`src/rtl/afifo_rd_stream_ctrl.sv`:
```
// Read-side drain controller: FIFO read issue with latency compensation, 4-entry skid buffer, burst-framed stream.
// Optional sequence checker is compiled in when the macro AFIFO_RD_CHECK_EN is defined.
module afifo_rd_stream_ctrl #(
    parameter int DATA_WIDTH = 16,
    parameter int OUTPUT_REG = 0,
    parameter int BURST_LEN  = 16
) (
    input  logic                  clk,
    input  logic                  tb_rst,
    input  logic                  enable,
    output logic                  fifo_rd_en,
    input  logic [DATA_WIDTH-1:0] fifo_rd_data,
    input  logic                  fifo_rd_empty,
    output logic                  m_valid,
    output logic [DATA_WIDTH-1:0] m_data,
    output logic                  m_last,
    input  logic                  m_ready,
    output logic [31:0]           words_out,
    output logic                  chk_err,
    output logic [7:0]            err_cnt
);
    localparam int RD_LAT = 1 + OUTPUT_REG;
    localparam int BEAT_W = (BURST_LEN > 1) ? $clog2(BURST_LEN) : 1;
    localparam logic [BEAT_W-1:0] LAST_BEAT = BEAT_W'(BURST_LEN - 1);

    logic [DATA_WIDTH-1:0] r_buf [4];
    logic [1:0]            r_wr_ptr;
    logic [1:0]            r_rd_ptr;
    logic [2:0]            r_cnt;
    logic [RD_LAT-1:0]     r_inflight;
    logic [BEAT_W-1:0]     r_beat;
    logic [31:0]           r_words_out;
    logic [2:0]            w_inflight_n;
    logic                  w_push;
    logic                  w_pop;

    // NOTE: every always_comb output gets a default first so no path can leave it unassigned (no latch).
    always_comb begin
        w_inflight_n = '0;
        for (int i = 0; i < RD_LAT; i++) begin
            w_inflight_n = w_inflight_n + 3'(r_inflight[i]);
        end
    end

    // Counting reads still in flight against free skid slots makes overflow impossible.
    assign fifo_rd_en = enable & ~fifo_rd_empty & ~tb_rst &
                        (({1'b0, r_cnt} + {1'b0, w_inflight_n}) < 4'd4);

    assign w_push    = r_inflight[RD_LAT-1];
    assign w_pop     = m_valid & m_ready;
    assign m_valid   = (r_cnt != 3'd0);
    assign m_data    = r_buf[r_rd_ptr];
    assign m_last    = m_valid & (r_beat == LAST_BEAT);
    assign words_out = r_words_out;

    // NOTE: state updates use non-blocking assignments so every register sees pre-edge values.
    always_ff @(posedge clk or posedge tb_rst) begin
        if (tb_rst) begin
            // NOTE: the skid storage is reset as well because m_data is read straight out of it.
            for (int i = 0; i < 4; i++) begin
                r_buf[i] <= '0;
            end
            r_wr_ptr    <= '0;
            r_rd_ptr    <= '0;
            r_cnt       <= '0;
            r_inflight  <= '0;
            r_beat      <= '0;
            r_words_out <= '0;
        end else begin
            r_inflight <= RD_LAT'({r_inflight, fifo_rd_en});
            if (w_push) begin
                r_buf[r_wr_ptr] <= fifo_rd_data;
                r_wr_ptr        <= r_wr_ptr + 2'd1;
            end
            if (w_pop) begin
                r_rd_ptr    <= r_rd_ptr + 2'd1;
                r_beat      <= (r_beat == LAST_BEAT) ? '0 : r_beat + BEAT_W'(1);
                r_words_out <= r_words_out + 32'd1;
            end
            case ({w_push, w_pop})
                2'b10:   r_cnt <= r_cnt + 3'd1;
                2'b01:   r_cnt <= r_cnt - 3'd1;
                default: r_cnt <= r_cnt;
            endcase
        end
    end

`ifdef AFIFO_RD_CHECK_EN
    logic [DATA_WIDTH-1:0] r_exp;
    logic                  r_chk_err;
    logic [7:0]            r_err_cnt;
    logic                  w_mismatch;

    assign w_mismatch = w_pop & (m_data != r_exp);

    // Expected value tracks accepted beats, independent of whether they matched.
    always_ff @(posedge clk or posedge tb_rst) begin
        if (tb_rst) begin
            r_exp     <= '1;
            r_chk_err <= 1'b0;
            r_err_cnt <= '0;
        end else begin
            r_chk_err <= w_mismatch;
            if (w_pop) begin
                r_exp <= r_exp - DATA_WIDTH'(1);
            end
            if (w_mismatch && (r_err_cnt != 8'hFF)) begin
                r_err_cnt <= r_err_cnt + 8'd1;
            end
        end
    end

    assign chk_err = r_chk_err;
    assign err_cnt = r_err_cnt;
`else
    assign chk_err = 1'b0;
    assign err_cnt = 8'd0;
`endif

endmodule

```
`config.mk`:
```
export PLATFORM = sky130hd
export DESIGN_NAME = afifo_rd_stream_ctrl
export DESIGN_NICKNAME = d
export VERILOG_FILES = /design/src/rtl/afifo_rd_stream_ctrl.sv
export SDC_FILE = /design/constraint.sdc
export NUM_CORES = 1
export LEC_CHECK = 0
export BUFFER_PORTS_ARGS = -buffer_cell sky130_fd_sc_hd__buf_2
export CORE_AREA = 2 2 94 96
export CTS_CLUSTER_DIAMETER = 120
export DETAILED_ROUTE_END_ITERATION = 7
export DIE_AREA = 0 0 96 98
export PLACE_DENSITY_LB_ADDON = 0.15
export SYNTH_ARGS = -nofsm -noshare
export SYNTH_HDL_FRONTEND = slang
export SYNTH_SLANG_ARGS = --single-unit
export TNS_END_PERCENT = 30
```
`constraint.sdc`:
```
create_clock -name clk -period 5.47 [get_ports clk]
set_clock_uncertainty 0.15 [all_clocks]
set_input_delay 0.547 -clock clk [delete_from_list [all_inputs] [get_ports clk]]
set_output_delay 0.547 -clock clk [all_outputs]
set_load 0.02 [all_outputs]
```
==> results.cfg <==
[worst_setup_path]
cp-end-kind = output port
critPathKind = reg -> out
startpoint_type = flip-flop
critPathArrivalTime_ns = 2.19
r2r-start = r_cnt[0]
max_stage_delay_ns = 1.03
slowest_stage = dfrtp_1
crit_required_ns = 4.77
cp_cell_sequence = mux4_2 -> buf_2
critPathMaxFanout = 17
critPathLaunch = r_rd_ptr[1]

[power_and_ir_drop]
p_leak_nw = 2.52
power_density_nw_per_um2 = 511
p_total_w = 0.00281
pwr-share-clk_pct = 16.8
switching_share_pct = 33.7
pwr-share-seq_pct = 48.5
p_comb_share_pct = 34.7
p_sw_w = 0.000948
p_int_w = 0.00186
ir_worst_vdd_mv = 0.210

[synth]
synthMuxAreaShare_pct = 22.2
async_flop_share_pct = 100
synth_top_family_by_area = multiplexers
synthXorXnorAreaFrac_pct = 6.78
synth_compound_area_share_pct = 1.35
netlist-cell-type-count = 41
synth_edf_count = 0
synth_most_common_cell = dfrtp_1
synth_area_leader_cell = dfrtp_1
synth_warnings = 0
netlist_instances = 350
synthAdderAreaFrac_pct = 2.19
synth.area.top_cells = dfrtp_1, mux2_2, mux4_2
synth_top_cells_by_count = dfrtp_1, mux2_2, xnor2_1
yosys.area_share.simple_pct = 8.71
seq_area_frac_synth_pct = 55.0
postSynthAreaPerCell_um2 = 14.0
synth_flop_cell = dfrtp_1
synth_top_area_share_pct = 55.0
synth_seq_cells = 108
synth_area_um2 = 4910

[global_routing]
grt_max_degree = 60
grt_pass1_vias = 3028
antenna_found_initial = 1
grt_usage_pct = 20.6
overflow = 0
grt_pass1_wl_mm = 14.9

[cts]
clkSlewWorstSetupHoldPaths_ns = 0.09
cts_resized = 0
postCtsSetupBuffers = 0
cts_max_level = 3
cts_tree = built
cts-root-buf = clkbuf_8
worstSkewPairLatency_ns = 0.36
cts_hold_buffers = 0
clockBufferDepth = 2
cts_buffers = 9
cts_num_sinks = 108

[detailed_routing]
dr.pass1.iters = 4
drt-initial-drc-count = 102
met3_length_um = 431
routed_wl_mm = 8.92
vias = 3006
final_antenna_net_count = 0
drc = 0
routed.top_layer = met4
wl_met1_mm = 3.92
routedWlPerCell_um = 16.7
vias_per_cell = 5.63
route.met2.wl_mm = 4.48

[sta]
worst_slew_pin_slew_ns = 1.03
slew_headroom_pct = 31.1
tns_ns = 0
setup_viol = 0
period_minus_slack_ns = 2.88
timing_hold_violations_final = 0
max_freq_mhz = 347
grt_setup_unrepaired = no
finalMaxSlewViolations = 0
period_share_pct = 52.7

[final_layout]
fillers = 687
utilization_pct = 64.9
fin_nets = 449
area_growth_pct = 11.9
final_layout_size_suffix_gt1_share_pct = 42.1
ff_latch_area_um2 = 2700
multi_input_area_um2 = 2060

[die]
dieArea_um2 = 9410
io_pins = 81
start_util_pct = 58.0
rows = 34
core_um2 = 8470
die_x_um = 96
die_h_um = 98

[placement]
place_congestion = 0.747
port_buffers = 71
dp_hpwl_mm = 5.95

[flow_run]
drv_cap = 0

[outcome]
outcome = complete, no violations

[worst_hold_path]
min_path_type = in -> async
[final cells by class]
| type | count | share of cell area, % |
|---|---|---|
| diodes | 1 | 0.0455 |
| clock buffers | 14 | 3.32 |
| clock inverters | 2 | 0.296 |
| inverters | 9 | 0.660 |
| multi-input cells | 220 | 37.5 |
| flip-flops and latches | 108 | 49.2 |
| well taps | 108 | 2.46 |
| repair buffers | 72 | 6.60 |
[sequential cells by signal (all words and copies together), names as in the netlist]
signal,count
r_inflight,1
r_rd_ptr,2
words_out,32
r_buf,64
r_wr_ptr,2
r_beat,4
r_cnt,3
[routing by layer]
metal  vias up  GRT usage (%)
li1       1377              -
met2        72           33.9
met1      1548           27.3
met4         0           5.49
met5         -              0
met3         9           4.86
[power groups by stage]
stage | Sequential, W | Clock, W | Combinational, W
4_1_cts | 0.00137 | 0.000491 | 0.000990
6_report | 0.00136 | 0.000472 | 0.000975
2_1_floorplan | 0.00127 | 0 | 0.000851
3_3_place_gp | 0.00137 | 0 | 0.000952
5_1_grt | 0.00141 | 0.000524 | 0.00106
3_5_place_dp | 0.00138 | 0 | 0.000989
[worst max-delay path, delay by kind of cell, from the launching register on]
kind                   cells  cell delay (ns)
DFF                        1             1.03
buffers and inverters      1             0.17
muxes                      1             0.61
[final timing paths]
check / to / slack, ns / depth (start not counted)
max: m_data[12] / 2.59 / 2
min: words_out[9] / 0.17 / 2
max reg2reg: r_cnt[2] / 2.91 / 8
min reg2reg: words_out[31] / 0.33 / 1
max in group asynchronous: r_buf[56] / 3.90 / 3
min in group clk: r_inflight / 0.28 / 3
[cell usage in the layout, fill, tap and decap left out, drive strengths merged]
| cell | n |
|---|---|
| a21o | 1 |
| a21oi | 1 |
| a31oi | 1 |
| and2 | 1 |
| and3 | 3 |
| and4 | 4 |
| buf | 72 |
| clkbuf | 14 |
| clkinv | 1 |
| clkinvlp | 1 |
| conb | 9 |
| dfrtp | 108 |
| diode | 1 |
| fa | 1 |
| ha | 7 |
| inv | 9 |
| mux2 | 64 |
| mux2i | 1 |
| mux4 | 16 |
| nand2 | 21 |
| nand3 | 17 |
| nand4 | 11 |
| nor2 | 6 |
| nor2b | 1 |
| nor3 | 3 |
| nor3b | 1 |
| nor4 | 4 |
| o21ai | 3 |
| o311a | 1 |
| o311ai | 1 |
| o31ai | 1 |
| or2 | 1 |
| or3 | 1 |
| or4b | 1 |
| xnor2 | 29 |
| xor2 | 9 |
[stage by stage]
step	worst slack [ns]	cell area [µm²]	hold WS, ns	std cells
2_1_floorplan	1.93	4940	0.301	358
3_3_place_gp	2.98	5300	0.312	517
3_5_place_dp	2.92	5300	0.316	517
4_1_cts	2.51	5500	0.185	533
5_1_grt	2.41	5500	0.215	533
6_report	2.59	5500	0.172	534
[cell families after synthesis]
family / count (synthesis)
muxes: 81
xor gates and xnor gates: 38
AOI/OAI and AO/OA: 9
and+or+nand+nor: 75
DFF: 108
buffers and inverters: 30
adders and majority gates: 8
other: 1
(Power assumes the default switching activity.)
